`src/rtl/apu_reg_pkg.sv`:
```
// rtl/apu_reg_pkg.sv - APU register bank address constants, DMG readback mask and channel address map
package apu_reg_pkg;

  localparam logic [7:0] WIN_LO = 8'h10;
  localparam logic [7:0] WIN_HI = 8'h3F;

  // Bits that read back as 1 on DMG; ch0 reg0 in the LSBs.
  localparam int DMG_REGS = 20;
  localparam logic [DMG_REGS*8-1:0] DMG_RD_OR_MASK = {
    8'hBF, 8'h00, 8'h00, 8'hFF, 8'hFF,
    8'hBF, 8'hFF, 8'h9F, 8'hFF, 8'h7F,
    8'hBF, 8'hFF, 8'h00, 8'h3F, 8'hFF,
    8'hBF, 8'hFF, 8'h00, 8'h3F, 8'h80
  };

  typedef struct packed {
    logic       hit;
    logic [7:0] ch;
    logic [7:0] r;
  } ch_map_t;

  function automatic ch_map_t map_ch_addr(input logic [7:0] lo, input logic [7:0] base,
                                          input int num_ch, input int regs);
    ch_map_t m;
    int      idx;
    m   = '0;
    idx = int'(lo) - int'(base);
    if (idx >= 0 && idx < num_ch * regs) begin
      m.hit = 1'b1;
      m.ch  = 8'(idx / regs);
      m.r   = 8'(idx % regs);
    end
    return m;
  endfunction

endpackage

```
`src/rtl/apu_reg_addr_dec.sv`:
```
// rtl/apu_reg_addr_dec.sv - combinational decode of the FF10-FF3F APU register window
module apu_reg_addr_dec
  import apu_reg_pkg::*;
#(
  parameter int         NUM_CH      = 4,
  parameter int         REGS_PER_CH = 5,
  parameter logic [7:0] CH_BASE     = 8'h10,
  parameter logic [7:0] CTRL_BASE   = 8'h24,
  parameter logic [7:0] WAVE_BASE   = 8'h30
) (
  input  logic [7:0] a,
  input  logic       ffxx,
  output logic       hit_ch,
  output logic [7:0] ch,
  output logic [7:0] r,
  output logic       hit_ctrl,
  output logic       hit_master,
  output logic       hit_wave,
  output logic       hit_unmapped
);

  ch_map_t cm;
  logic    in_win;

  // Channel space takes priority so an oversized channel map can never alias control or wave.
  always_comb begin
    cm           = map_ch_addr(a, CH_BASE, NUM_CH, REGS_PER_CH);
    in_win       = ffxx && (a >= WIN_LO) && (a <= WIN_HI);
    hit_ch       = in_win && cm.hit;
    ch           = cm.ch;
    r            = cm.r;
    hit_ctrl     = in_win && !cm.hit && ((a == CTRL_BASE) || (a == CTRL_BASE + 8'd1));
    hit_master   = in_win && !cm.hit && (a == CTRL_BASE + 8'd2);
    hit_wave     = in_win && !cm.hit && (a >= WAVE_BASE) && (a <= WAVE_BASE + 8'd15);
    hit_unmapped = in_win && !(cm.hit || hit_ctrl || hit_master || hit_wave);
  end

endmodule

```
`src/rtl/apu_reg_bank.sv`:
```
// rtl/apu_reg_bank.sv - APU register storage, write edge detect, trigger/length pulses and readback
module apu_reg_bank
  import apu_reg_pkg::*;
#(
  parameter int         NUM_CH      = 4,
  parameter int         REGS_PER_CH = 5,
  parameter logic [7:0] CH_BASE     = 8'h10,
  parameter logic [7:0] CTRL_BASE   = 8'h24,
  parameter logic [7:0] WAVE_BASE   = 8'h30,
  parameter logic [NUM_CH*REGS_PER_CH*8-1:0] RD_OR_MASK = DMG_RD_OR_MASK[NUM_CH*REGS_PER_CH*8-1:0]
) (
  input  logic                            clk,
  input  logic                            reset,
  input  logic [15:0]                     a,
  input  logic [7:0]                      d,
  input  logic                            cpu_wr,
  input  logic                            cpu_rd,
  input  logic                            ffxx,
  output logic [7:0]                      q,
  output logic                            q_oe,
  input  logic [NUM_CH-1:0]               ch_active,
  input  logic                            wave_busy,
  input  logic [3:0]                      wave_rd_addr,
  output logic [7:0]                      wave_rd_data,
  output logic [NUM_CH*REGS_PER_CH*8-1:0] ch_regs,
  output logic [15:0]                     ctrl_regs,
  output logic                            power_on,
  output logic [NUM_CH-1:0]               trig,
  output logic [NUM_CH-1:0]               len_load
);

  localparam int NREG  = NUM_CH * REGS_PER_CH;
  localparam int IDX_W = (NREG > 1) ? $clog2(NREG) : 1;

  logic             page_ff;
  logic             hit_ch, hit_ctrl, hit_master, hit_wave, hit_unmapped, rd_hit;
  logic [7:0]       dec_ch, dec_r;
  logic [IDX_W-1:0] ch_idx;
  logic [3:0]       wave_idx;
  logic             wr_q, wr_commit;
  logic             we_ch, we_ctrl, we_master, we_wave;
  logic [7:0]       ch_mem   [NREG];
  logic [7:0]       mask_arr [NREG];
  logic [7:0]       wave_mem [16];
  logic [7:0]       vol, pan;
  logic [3:0]       act4;
  logic [7:0]       rd_data;
  logic [NUM_CH-1:0] trig_n, len_n;

  // ffxx comes from the bus, but the page is confirmed against the address as well.
  assign page_ff = ffxx && (a[15:8] == 8'hFF);

  apu_reg_addr_dec #(
    .NUM_CH      (NUM_CH),
    .REGS_PER_CH (REGS_PER_CH),
    .CH_BASE     (CH_BASE),
    .CTRL_BASE   (CTRL_BASE),
    .WAVE_BASE   (WAVE_BASE)
  ) u_dec (
    .a            (a[7:0]),
    .ffxx         (page_ff),
    .hit_ch       (hit_ch),
    .ch           (dec_ch),
    .r            (dec_r),
    .hit_ctrl     (hit_ctrl),
    .hit_master   (hit_master),
    .hit_wave     (hit_wave),
    .hit_unmapped (hit_unmapped)
  );

  assign ch_idx    = IDX_W'(int'(dec_ch) * REGS_PER_CH + int'(dec_r));
  assign wave_idx  = a[3:0] - WAVE_BASE[3:0];
  assign rd_hit    = hit_ch | hit_ctrl | hit_master | hit_wave | hit_unmapped;

  // A held strobe commits only on its first cycle.
  assign wr_commit = cpu_wr && !wr_q;
  assign we_ch     = wr_commit && power_on && hit_ch;
  assign we_ctrl   = wr_commit && power_on && hit_ctrl;
  assign we_master = wr_commit && hit_master;
  assign we_wave   = wr_commit && hit_wave && !wave_busy;

  for (genvar g = 0; g < NREG; g++) begin : g_flat
    assign ch_regs[g*8 +: 8] = ch_mem[g];
    assign mask_arr[g]       = RD_OR_MASK[g*8 +: 8];
  end

  for (genvar g = 0; g < 4; g++) begin : g_act
    if (g < NUM_CH) begin : g_real
      assign act4[g] = ch_active[g];
    end else begin : g_absent
      assign act4[g] = 1'b1;
    end
  end

  assign ctrl_regs    = {pan, vol};
  assign wave_rd_data = wave_mem[wave_rd_addr];

  always_comb begin
    trig_n = '0;
    len_n  = '0;
    for (int i = 0; i < NUM_CH; i++) begin
      if (we_ch && (dec_ch == 8'(i))) begin
        trig_n[i] = (dec_r == 8'(REGS_PER_CH - 1)) && d[7];
        len_n[i]  = (dec_r == 8'd1);
      end
    end
  end

  always_comb begin
    rd_data = 8'hFF;
    if (hit_ch)
      rd_data = ch_mem[ch_idx] | mask_arr[ch_idx];
    else if (hit_ctrl)
      rd_data = (a[7:0] == CTRL_BASE) ? vol : pan;
    else if (hit_master)
      rd_data = {power_on, 3'b111, act4};
    else if (hit_wave && !wave_busy)
      rd_data = wave_mem[wave_idx];
  end

  always_ff @(posedge clk or posedge reset) begin
    if (reset) begin
      wr_q     <= 1'b0;
      power_on <= 1'b0;
      vol      <= '0;
      pan      <= '0;
      trig     <= '0;
      len_load <= '0;
      q        <= '0;
      q_oe     <= 1'b0;
      for (int i = 0; i < NREG; i++) ch_mem[i] <= '0;
      for (int i = 0; i < 16; i++) wave_mem[i] <= '0;
    end else begin
      wr_q     <= cpu_wr;
      trig     <= trig_n;
      len_load <= len_n;
      if (we_master) begin
        power_on <= d[7];
        // Powering down wipes channel and control state; wave RAM survives.
        if (power_on && !d[7]) begin
          vol <= '0;
          pan <= '0;
          for (int i = 0; i < NREG; i++) ch_mem[i] <= '0;
        end
      end
      if (we_ch) ch_mem[ch_idx] <= d;
      if (we_ctrl) begin
        if (a[7:0] == CTRL_BASE) vol <= d;
        else                     pan <= d;
      end
      if (we_wave) wave_mem[wave_idx] <= d;
      if (cpu_rd && rd_hit) begin
        q    <= rd_data;
        q_oe <= 1'b1;
      end else begin
        q_oe <= 1'b0;
      end
    end
  end

endmodule

```
`config.mk`:
```
export PLATFORM = sky130hd
export DESIGN_NAME = apu_reg_bank
export DESIGN_NICKNAME = d
export VERILOG_FILES = /design/src/rtl/apu_reg_pkg.sv /design/src/rtl/apu_reg_addr_dec.sv /design/src/rtl/apu_reg_bank.sv
export SDC_FILE = /design/constraint.sdc
export NUM_CORES = 1
export LEC_CHECK = 0
export CORE_ASPECT_RATIO = 0.7
export CORE_MARGIN = 3
export CORE_UTILIZATION = 25
export CTS_BUF_LIST = sky130_fd_sc_hd__clkbuf_4 sky130_fd_sc_hd__clkbuf_8
export CTS_CLUSTER_SIZE = 28
export DETAILED_ROUTE_END_ITERATION = 7
export MAX_ROUTING_LAYER = met4
export PLACE_DENSITY = 0.48
export SLEW_MARGIN = 10
export SYNTH_ARGS = -nofsm -noshare
export SYNTH_HDL_FRONTEND = slang
export SYNTH_HIERARCHICAL = 1
export SYNTH_SLANG_ARGS = --single-unit
```
`constraint.sdc`:
```
create_clock -name clk -period 14.9 [get_ports clk]
set_input_delay 3.725 -clock clk [delete_from_list [all_inputs] [get_ports clk]]
set_output_delay 3.725 -clock clk [all_outputs]
set_load 0.005 [all_outputs]
```
==> results_dict.tcl <==
set metrics [dict create \
    fmax_mhz 75.5 \
    dr.first_iter.drc_count 1410 \
    cpPeakStageDelay_ns 0.84 \
    start_util_pct 25.4 \
    ys_types 94 \
    yosys_warnings 6 \
    grt_usage_pct 18.0 \
    via_count 15088 \
    cts_resized 0 \
    hold_buffers 0 \
    synth_edf_count 0 \
    ys_ff_latch 323 \
    crit_top_cell "ha_1" \
    avgSynthCellArea_um2 10.6 \
    syn_to_final_growth_pct 22.1 \
    power.leakage_uw 0.00920 \
    finalCritPeriodShare_pct 88.9 \
    slew_headroom_pct 26.0 \
    p_seq_share_pct 44.0 \
    drive_gt1_share_pct 20.5 \
    grt_pass1_vias 14734 \
    power.switching_uw 582 \
    clockBufferDepth 3 \
    yosysSeqAreaShare_pct 43.3 \
    synth_xor_area_share_pct 0.824 \
    outcome "complete, no violations" \
    required_ns 15.45 \
    synthSimpleGateAreaFrac_pct 16.0 \
    synthCells 1762 \
    setup_violations 0 \
    cts_buffers 56 \
    cp-start-kind "input port" \
    routabilityCongestion 0.833 \
    cts-htree-levels 2 \
    fill_cells 7430 \
    cts_tree "yes" \
    ant_nets 0 \
    drt_drc_violations_left 0 \
    setup_ws_ns 1.65 \
    hpwl_um 48900 \
    numPlacedInstances 2862 \
    fp-row-count 83 \
    wl_per_cell_um 23.7 \
    internal_power_uw 1410 \
    ios 240 \
    cpMaxStageDelayCell "fa_1" \
    peakVddDrop_mv 0.0578 \
    cts_root_buf "clkbuf_8" \
    cts.clk_slew.worst_paths_ns 0.06 \
    grt_max_degree 167 \
    switching_share_pct 29.2 \
    synth_fa_ha_area_share_pct 2.09 \
    async_flop_share_pct 100 \
    worstSetupPathType "in -> reg" \
    io_buffer_count 239 \
    dieArea_mm2 0.0781 \
    synthMuxAreaShare_pct 20.4 \
    whs_ns 0.502 \
    clock_sink_count 323 \
    hold_violations 0 \
    synth-compound-area-share_pct 12.2 \
    path_max_fanout 36 \
    clock_latency_ns 0.69 \
    pwr-share-clk_pct 42.6 \
    synth_top_family_by_area "multiplexers" \
    hold_class "reg -> reg" \
    slew_violations 0 \
    stdcell_count 2958 \
    synth_top_flop_cell "dfrtp_1" \
    core_area_mm2 0.0736 \
    wl_um 70100 \
    grt_pass1_wl_um 103000 \
    viasPerCell 5.10 \
    dr.pass1.iters 6 \
    dp_slack_ns 1.13 \
    syn_area_mm2 0.0187 \
    nNetsFinal 2011 \
    end_kind "flip-flop" \
    die_h_um 235 \
    design_power_total_uw 1990 \
    period_minus_slack_ns 13.25 \
    fin_tns_setup_ns 0 \
    grt-ovfl-total 0 \
    p_comb_share_pct 13.4 \
    die_w_um 333 \
    crit_arrival_ns 13.80 \
    worst_pin_slew_ns 1.10 \
    finClkSkew_ns 0.0608 \
    power_density_mw_per_mm2 87.4 \
    rsz0062_at_grt "false" \
    drv_cap 0 \
    antenna_found_initial 2 \
    cts_setup_buffers 0 \
]
cell usage after synthesis (all sizes together) (6+ instances only):
master	count	share of area (%)
xnor2	9	0.42
a311oi	6	0.31
inv	30	0.60
a221oi	6	0.31
buf	73	2.8
nand2	387	7.8
a21oi	34	0.95
nand2b	7	0.23
nor3	24	0.72
mux4	109	13
a2111oi	7	0.33
a211oi	10	0.40
and3	6	0.20
nand4	7	0.23
and2	9	0.31
dfrtp	323	43
a31oi	20	0.74
o21ai	226	6.3
nor4	18	1.6
mux2i	19	1.0
clkbuf	76	1.9
nand3	63	1.7
a22oi	8	0.32
nor2b	11	0.38
nor2	45	0.93
o211ai	8	0.32
ha	28	1.9
mux2	104	6.3
final timing paths:
kind / from / endpoint / slack (ns) / cells after the start
setup reg to reg: wr_q$_DFF_PP0_ / len_load[2]$_DFF_PP0_ / 11.74 / 6
hold / removal: wave_mem[0]$_DFFE_PP0P_ / wave_mem[0]$_DFFE_PP0P_ / 0.50 / 2
hold reg to reg: wave_mem[0]$_DFFE_PP0P_ / wave_mem[0]$_DFFE_PP0P_ / 0.50 / 2
max in group asynchronous: reset / ch_regs[64]$_DFF_PP0_ / 9.82 / 3
setup / recovery: a[4] / ch_regs[145]$_DFF_PP0_ / 1.65 / 30
min in group asynchronous: reset / len_load[2]$_DFF_PP0_ / 3.50 / 2
final cells by class:
cell class | instances | area, um^2 | share of cell area (%)
Inverter | 30 | 120 | 0.526
Antenna cell | 2 | 5.00 | 0.0219
Clock inverter | 8 | 88.8 | 0.389
Timing Repair Buffer | 267 | 2590 | 11.4
Clock buffer | 86 | 1020 | 4.47
Tap cell | 977 | 1220 | 5.36
Sequential cell | 323 | 8080 | 35.4
Multi-Input combinational cell | 1265 | 9690 | 42.4
cell families after synthesis:
family	after synthesis
adders and majority gates	30
muxes	232
DFF	323
and+or+nand+nor	614
xor gates and xnor gates	15
AOI/OAI and AO/OA	368
buffers and inverters	179
other	1
critical path, delay by kind of cell:
family / cells / cell delay [ns]
simple gates: 11 / 4.18
fa+ha+maj: 6 / 2.26
compound gates: 9 / 1.76
buf+inv: 3 / 1.44
mux: 1 / 0.39
flip-flops by register name, indices dropped and copies added (netlist names):
| name | cells |
|---|---|
| len_load | 4 |
| trig | 4 |
| ch_regs | 160 |
| power_on | 1 |
| vol | 8 |
| wr_q | 1 |
| q_oe | 1 |
| pan | 8 |
| wave_mem | 128 |
| q | 8 |
metrics by stage:
step           area [um^2]  utilization, %
2_1_floorplan        18700               -
3_3_place_gp         21700            29.5
3_5_place_dp         21700            29.5
4_1_cts              22800            31.0
5_1_grt              22800            31.0
6_report             22800            31.0
routing by layer:
| layer | global-route usage (%) | part of all wire (%) |
|---|---|---|
| met3 | 4.50 | 7.0 |
| met1 | 26.0 | 48 |
| met4 | 3.79 | 1.7 |
| met2 | 25.5 | 43 |
| met5 | - | 0 |
power groups by stage:
stage / logic [uW] / registers (uW) / clock network, uW
6_report: 267 / 878 / 849
5_1_grt: 290 / 878 / 909
4_1_cts: 268 / 878 / 875
3_5_place_dp: 267 / 894 / 0
3_3_place_gp: 266 / 894 / 0
2_1_floorplan: 191 / 894 / 0
cell usage in the layout, fill, tap and decap left out, types with 5 or more instances in the layout:
master / netlist / routed
clkdlybuf4s50_1: 0 / 235
o21ai_2: 12 / 12
dfrtp_1: 323 / 323
a221oi_1: 5 / 5
o221ai_1: 5 / 5
a21oi_1: 32 / 32
o21ai_0: 198 / 198
nor3_1: 21 / 20
buf_4: 15 / 27
nor4_4: 12 / 12
a2111oi_0: 6 / 6
a211oi_1: 10 / 10
o31ai_1: 5 / 5
nand4_1: 7 / 7
nand2b_1: 7 / 7
clkbuf_8: 6 / 60
conb_1: 1 / 6
nand2_1: 386 / 386
mux2i_1: 19 / 19
and3_1: 6 / 6
a311oi_1: 5 / 5
o211ai_1: 8 / 8
nor2b_1: 10 / 10
inv_1: 29 / 28
mux4_2: 109 / 109
a22oi_1: 8 / 8
or2_2: 5 / 5
mux2_2: 104 / 104
nor2_1: 43 / 43
o21ai_1: 16 / 16
nand3_1: 62 / 61
a31oi_1: 18 / 18
nor4_1: 6 / 5
ha_1: 28 / 26
clkbuf_4: 0 / 26
xnor2_1: 9 / 9
(Power assumes the default switching activity.)
